<file path="src/rtl/dcdl_ctrl.sv">
// dcdl_ctrl: bang-bang loop controller searching coarse -> fine1 -> fine2 DCDL codes and reporting lock
// Ports: clk_ext reference clock; rst_n async active-low reset; restart sync re-acquire;
//        pd_up/pd_dn phase detector decisions; T/Tb coarse thermometer code and complement;
//        T_f1/Tb_f1, T_f2/Tb_f2 fine codes and complements; Sel mode word; lock high in LOCK.
// Build option: define DCDL_CTRL_LOCK_TRACK_EN to keep stepping f2 while locked.
module dcdl_ctrl #(
   parameter int SETTLE   = 4,
   parameter int LOCK_REV = 4
) (
   input  logic        clk_ext,
   input  logic        rst_n,
   input  logic        restart,
   input  logic        pd_up,
   input  logic        pd_dn,
   output logic [15:0] T,
   output logic [15:0] Tb,
   output logic [7:0]  T_f1,
   output logic [7:0]  Tb_f1,
   output logic [7:0]  T_f2,
   output logic [7:0]  Tb_f2,
   output logic [1:0]  Sel,
   output logic        lock
);
   localparam logic [2:0] S_IDLE   = 3'd0;
   localparam logic [2:0] S_COARSE = 3'd1;
   localparam logic [2:0] S_FINE1  = 3'd2;
   localparam logic [2:0] S_FINE2  = 3'd3;
   localparam logic [2:0] S_LOCK   = 3'd4;

   logic [2:0] state, state_n;
   logic [4:0] cc, cc_n;
   logic [3:0] f1, f1_n, f2, f2_n, rev, rev_n, rev_inc;
   logic [7:0] settle, settle_n;
   logic       has_ref, has_ref_n, ref_up, ref_up_n;
   logic       up, dn, smp, flip;

   function automatic logic [15:0] therm16(input logic [4:0] n);
      logic [15:0] t;
      for (int i = 0; i < 16; i++) t[i] = 5'(i) < n;
      return t;
   endfunction

   function automatic logic [7:0] therm8(input logic [3:0] n);
      logic [7:0] t;
      for (int i = 0; i < 8; i++) t[i] = 4'(i) < n;
      return t;
   endfunction

   assign up      = pd_up & ~pd_dn;
   assign dn      = pd_dn & ~pd_up;
   assign smp     = (state != S_IDLE) && (settle == 8'(SETTLE - 1));
   // a decision opposite the previous non-hold decision in this state
   assign flip    = has_ref && (ref_up != up);
   assign rev_inc = rev + 4'd1;

   always_comb begin
      state_n   = state;
      cc_n      = cc;
      f1_n      = f1;
      f2_n      = f2;
      rev_n     = rev;
      has_ref_n = has_ref;
      ref_up_n  = ref_up;
      if (restart) begin
         state_n   = S_IDLE;
         cc_n      = '0;
         f1_n      = '0;
         f2_n      = '0;
         rev_n     = '0;
         has_ref_n = 1'b0;
      end else begin
         case (state)
            S_IDLE: begin
               state_n = S_COARSE;
               cc_n    = '0;
               f1_n    = '0;
               f2_n    = '0;
            end
            // saturated steps are dropped entirely, so they never count as decisions
            S_COARSE:
               if (smp && (up ? cc != 5'd16 : (dn && cc != 5'd0))) begin
                  cc_n      = up ? cc + 5'd1 : cc - 5'd1;
                  has_ref_n = 1'b1;
                  ref_up_n  = up;
                  if (flip) state_n = S_FINE1;
               end
            S_FINE1:
               if (smp && (up ? f1 != 4'd8 : (dn && f1 != 4'd0))) begin
                  f1_n      = up ? f1 + 4'd1 : f1 - 4'd1;
                  has_ref_n = 1'b1;
                  ref_up_n  = up;
                  if (flip) state_n = S_FINE2;
               end
            S_FINE2:
               if (smp && (up ? f2 != 4'd8 : (dn && f2 != 4'd0))) begin
                  f2_n      = up ? f2 + 4'd1 : f2 - 4'd1;
                  has_ref_n = 1'b1;
                  ref_up_n  = up;
                  rev_n     = flip ? rev_inc : 4'd0;
                  if (flip && rev_inc == 4'(LOCK_REV)) state_n = S_LOCK;
               end
            S_LOCK: begin
`ifdef DCDL_CTRL_LOCK_TRACK_EN
               // hitting a fine2 bound means fine1 no longer brackets the edge
               if (smp && (up || dn)) begin
                  if (up ? f2 == 4'd8 : f2 == 4'd0) begin
                     state_n = S_FINE1;
                     rev_n   = '0;
                  end else begin
                     f2_n = up ? f2 + 4'd1 : f2 - 4'd1;
                  end
               end
`endif
            end
            default: state_n = S_IDLE;
         endcase
      end
      if (state_n != state) has_ref_n = 1'b0;
      settle_n = (restart || smp || state_n != state) ? 8'd0 : settle + 8'd1;
   end

   always_ff @(posedge clk_ext or negedge rst_n) begin
      if (!rst_n) begin
         state   <= S_IDLE;
         cc      <= '0;
         f1      <= '0;
         f2      <= '0;
         rev     <= '0;
         settle  <= '0;
         has_ref <= 1'b0;
         ref_up  <= 1'b0;
         T       <= '0;
         Tb      <= '1;
         T_f1    <= '0;
         Tb_f1   <= '1;
         T_f2    <= '0;
         Tb_f2   <= '1;
         Sel     <= 2'b00;
         lock    <= 1'b0;
      end else begin
         state   <= state_n;
         cc      <= cc_n;
         f1      <= f1_n;
         f2      <= f2_n;
         rev     <= rev_n;
         settle  <= settle_n;
         has_ref <= has_ref_n;
         ref_up  <= ref_up_n;
         T       <= therm16(cc_n);
         Tb      <= ~therm16(cc_n);
         T_f1    <= therm8(f1_n);
         Tb_f1   <= ~therm8(f1_n);
         T_f2    <= therm8(f2_n);
         Tb_f2   <= ~therm8(f2_n);
         Sel     <= state_n == S_IDLE ? 2'b00 : state_n == S_COARSE ? 2'b01 :
                    state_n == S_LOCK ? 2'b11 : 2'b10;
         lock    <= state_n == S_LOCK;
      end
   end
endmodule

</file>
<file path="config.mk">
export PLATFORM = sky130hd
export DESIGN_NAME = dcdl_ctrl
export DESIGN_NICKNAME = d
export VERILOG_FILES = /design/src/rtl/dcdl_ctrl.sv
export SDC_FILE = /design/constraint.sdc
export NUM_CORES = 1
export LEC_CHECK = 0
export BUFFER_PORTS_ARGS = -buffer_cell sky130_fd_sc_hd__buf_2
export CORE_MARGIN = 5
export CORE_UTILIZATION = 43
export CTS_CLUSTER_SIZE = 16
export DETAILED_ROUTE_END_ITERATION = 6
export GPL_TIMING_DRIVEN = 1
export SETUP_SLACK_MARGIN = 0.15
export SLEW_MARGIN = 0
export SYNTH_ARGS = -nofsm -noshare
export SYNTH_HDL_FRONTEND = slang
export SYNTH_SLANG_ARGS = --single-unit
</file>
<file path="constraint.sdc">
create_clock -name clk_ext -period 6.1 [get_ports clk_ext]
set_input_delay 1.22 -clock clk_ext [delete_from_list [all_inputs] [get_ports clk_ext]]
set_output_delay 1.22 -clock clk_ext [all_outputs]
set_load 0.005 [all_outputs]
</file>
Word-level counts from Yosys, hierarchy flattened
Index checks and enable logic that the tools add are counted.
Widths: inputs -> output; s select.
{ "classes": {"n_addsub": 8, "multipliers": 0, "n_div": 0, "magnitude_cmp": 32, "n_eq_ne": 19, "shifts": 0, "muxes": 41, "bitwise": 8, "reduce_logical": 24} }
{ "op_table": {"columns": ["cell", "count"], "rows": [
  ["$lt 4x5->1 const A", 8],
  ["$mux 4", 10],
  ["$lt 3x4->1 const A", 8],
  ["$mux 3", 7],
  ["$lt 3x5->1 const A", 4],
  ["$ne 4x4->1 const B", 5],
  ["$lt 1x4->1 const A", 4],
  ["$lt 2x4->1 const A", 4],
  ["$not 16->16", 1],
  ["$not 8->8", 2],
  ["$pmux 4 s2", 2],
  ["$mux 5", 3],
  ["$pmux 3 s5", 1],
  ["$add 4x1->4 const B", 3],
  ["$mux 1", 12],
  ["$lt 1x5->1 const A", 2],
  ["$lt 2x5->1 const A", 2],
  ["$pmux 5 s2", 1],
  ["$reduce_bool 5->1", 2],
  ["$logic_and 1x1->1", 9],
  ["$add 8x1->8 const B", 1],
  ["$eq 8x2->1 const B", 1],
  ["$mux 8", 1],
  ["$reduce_bool 4->1", 2],
  ["other kinds (22)", 37]
]} }
{ "word_totals": {"regBits": 97, "latch_bits": 0, "ram_bits": 0, "mem_bits_ro": 0, "in_bits": 5, "mem_count": 0} }

Longest topological paths before layout
{ "depth": {"ltp_word": 13, "mapped_depth": 12} }

Worst setup path before layout
No wires, ideal clock.
{ "synth_path": {"path_kind": "input port to flip-flop", "from": "input pd_dn", "to": "register T_f2[0]", "setup_ps": 138, "arrival_time_ps": 3189, "slack_ps": 2772, "stages": 10, "path_cell_list": "nand2b_1 buf_2 ha_1 a21o_1 a21oi_1 xnor2_1 a21oi_2 o21bai_4 inv_4 or4_1"} }
{ "synth_between": {"elab_chain_cells": 8, "elab_cells_between_ends": 11, "cone_classes": "order compare: 1; mux: 5; bitwise: 3; reduce/logical: 2"} }
{ "synth_rtl": {"columns": ["element", "line_no", "text"], "rows": [
  ["start: declaration", "14", "input logic pd_dn,"],
  ["$and 1x1->1 or $not 1->1 (tied branches)", "50, 49", null],
  ["$logic_and 1x1->1 or $and 1x1->1 (tied branches)", "95, 49", null],
  ["$mux 1", "95", "if (smp && (up ? f2 != 4'd8 : (dn && f2 != 4'd0))) begin"],
  ["$logic_and 1x1->1", "95", null],
  ["$mux 4 *", "95", null],
  ["$pmux 4 s2 *", "72", "case (state)"],
  ["$mux 4 *", "64", "if (restart) begin"],
  ["named net f2_n[3]", "32", "logic [3:0] f1, f1_n, f2, f2_n, rev, rev_n, rev_inc;"],
  ["$lt 1x4->1 *", "45", "for (int i = 0; i < 8; i++) t[i] = 4'(i) < n;"],
  ["end signal: assignment", "153", "T_f2 <= therm8(f2_n);"],
  ["end: declaration", "19", "output logic [7:0] T_f2,"]
]} }
Mark *: on every way through the listed nets, which the timed path passes. The rest lies on a longest branch.
A chain may end at the register's enable or synchronous reset.

Worst setup path after layout
Ends and elaborated chain as after synthesis.

==> results.toml <==
[status]
status = "finished clean"

[power_and_ir_drop]
clkPwrFrac_pct = 37.8
pwr-share-seq_pct = 57.6
switching_share_pct = 23.7
powerDensity_nw_per_um2 = 217
vdd_ir_drop_max_mv = 0.146
power_switching_mw = 0.259
pwr-share-comb_pct = 4.6
internal_power_mw = 0.832
power_mw = 1.09
leakage_nw = 2.38

[sta]
slew_headroom_pct = 52.4
rsz0062_at_grt = "false"
finalCritPeriodShare_pct = 57.9
finalClockSkew_ns = 0.0102
setup_tns_ns = 0
finalSetupViolCount = 0
max_freq_mhz = 283
fin_crit_ns = 3.53
tightest_slew_ns = 0.711
hold_ws_ns = 0.512
slew_viol_final = 0
setup_ws_ns = 2.57
hold_viol_final = 0

[critical_path]
critPathRequiredTime_ns = 6.34
cp_top_family = "simple AND/OR/NAND/NOR gates"
r2r_slack_ns = 3.15
start_kind = "input pin"
max_stage_delay_ns = 0.51
worstRegToRegCells = 7
reg2reg_to = "T[6]"
path_cells = "buf_2 > nand2b_1 > ha_1 > a21o_1 > a21oi_1 > xnor2_1 > nor3b_1 > o21bai_4 > inv_4 > or4_1"
critPathSlowestCell = "or4_1"
worstSetupEndpointType = "flop"
r2r-start = "settle[0]"
crit_fanout = 14
critPathKind = "in -> reg"
cp_data_arrival_time_ns = 3.77
path_buf_inv = 2

[synthesis]
synth_top_family_by_area = "simple AND/OR/NAND/NOR gates"
yosysWarnings = 0
synth.net_count = 413
synth_seq_area_share_pct = 54.3
avgSynthCellArea_um2 = 11.1
synthArstFlopShare_pct = 100
synth_seq_cells = 94
synth_area_um2 = 4410
synth-simple-area-share_pct = 16.5
synth_edf_count = 0
yosys_most_used_dff = "dfrtp_1"
synthDistinctLibCells = 69
synth.area.mux_share_pct = 1.76
synth_fa_ha_area_share_pct = 3.92
synth_top_area_share_pct = 35.2
synth_top_area_cell = "dfrtp_1"
synth_compound_area_share_pct = 16.3
synth_cells = 396
synthXorXnorAreaFrac_pct = 3.38
synth_area_leaders = "dfrtp_1, dfstp_2, a21o_1"

[clock_network]
hold_buffers = 0
clock_sinks = 94
clk_path_buf_depth = 2
cts.repair.resized = 0
clock_latency_ns = 0.36
cts_tree = "done"
path_clk_slew_ns = 0.09
cts_max_level = 3
cts_inserted_buffers = 9
post_cts_buffers = 0
cts_root_buf = "clkbuf_8"

[global_route]
grt_usage_pct = 16.0
grt_max_degree = 52
antenna_found_initial = 1
grt_overflow = 0
first_global_vias = 3203
grt_pass1_wl_um = 16300

[layout]
final_util_pct = 49.6
final_cell_mix = "buf_2, dfrtp_1, dfstp_2"
stdcell_count = 600
syn_to_final_growth_pct = 14.2
drive_gt1_share_pct = 31.5
design_area_um2 = 5030
finalNetCount = 475
final_common_cell = "buf_2"

[drt]
wirelength_um = 9400
remaining_drc_errors = 0
vias_per_cell = 5.29
firstDrtPassIters = 4
ant_nets = 0
wl_per_cell_um = 15.7
first_iter_violations = 132
dr_total_vias = 3175

[floorplan]
design.core.area_um2 = 10100
pin_count = 72
die_y_um = 111
die-area_um2 = 12400
start_util_pct = 43.5
rows = 37
die_x_um = 111

[hold_path]
whs_endpoint = "settle[0]"
hold_path_class = "reg -> reg"
holdCritStartpoint = "settle[0]"
hold_path_depth = 1

[placement]
dp_slack_ns = 2.20
placedCellCount = 583
dp_hpwl_um = 6650
place_congestion = 0.900
placed_cell_area_um2 = 4830
io_buffers = 71

[flow_run]
drv_cap = 0
[power groups by stage]
stage                     sequential (mW)  clock, mW  combinational [mW]
after floorplan                     0.638          0              0.0287
after detailed placement            0.639          0              0.0509
final                               0.628      0.413              0.0504
after global placement              0.639          0              0.0501
after CTS                           0.628      0.428              0.0512
after global routing                0.628      0.452              0.0584
[sequential cells by signal, summed over array words and instances, names as in the netlist]
signal / count
T: 16
Tb: 16
T_f1: 8
T_f2: 8
Tb_f1: 8
Tb_f2: 8
settle: 8
cc: 4
rev: 4
f1: 3
f2: 3
state: 3
Sel: 2
has_ref: 1
lock: 1
ref_up: 1
[worst max-delay path by stage]
| stage | depth (start not counted) | slack, ns | endpoint | startpoint |
|---|---|---|---|---|
| global route | 10 | 2.33 | T[6] | pd_dn |
| CTS | 10 | 2.59 | T_f2[0] | pd_dn |
| finish | 10 | 2.57 | T_f2[0] | pd_dn |
| floorplan | 10 | 2.77 | T_f2[0] | pd_dn |
| detailed placement | 10 | 2.20 | T_f2[0] | pd_dn |
| global placement | 10 | 2.27 | T_f2[0] | pd_dn |
[worst register-to-register path, stage by stage, from the launching register on]
cell     delay (ns)
dfrtp_1        0.41
ha_1           0.28
or4b_4         0.53
nor3_1         0.34
o21ai_1        0.13
a22oi_2        0.60
nor2_1         0.20
or3_1          0.34
[synthesized netlist by cell type (7+ instances only)]
cell type   n
a21oi_1    25
a21o_1     20
and3_1     11
dfstp_2    32
inv_1       9
or3_1       8
nor2_1     28
xnor2_1    11
o21ai_0     9
clkbuf_1   11
nor3_1     10
ha_1        9
nand2b_1    7
dfrtp_1    62
nand3_1     9
nand2_1    17
[layout make-up]
cell class	instances	area, um^2
well taps	136	170
inverters	14	55.1
multi-input cells	266	1840
flip-flops and latches	94	2390
clock inverters	6	68.8
repair buffers	73	373
diodes	1	2.50
clock buffers	10	128
fillers	947	5100
[cells by family (layout without fill, tap and decap cells)]
family          Yosys count  after routing
buf+inv                  36            103
mux                       7              7
flops                    94             94
fa+ha+maj                12             12
simple gates            130            130
other cells               0              1
xor+xnor                 17             17
compound gates          100            100
[routing by layer]
| layer | track usage (%) | share of wire [%] | up-vias |
|---|---|---|---|
| met5 | 0 | 0 | - |
| met4 | 6.08 | 2.2 | 0 |
| met3 | 4.09 | 5.6 | 17 |
| met2 | 24.8 | 46 | 79 |
| met1 | 21.7 | 46 | 1535 |
| li1 | - | - | 1544 |
(Power assumes the default switching activity.)
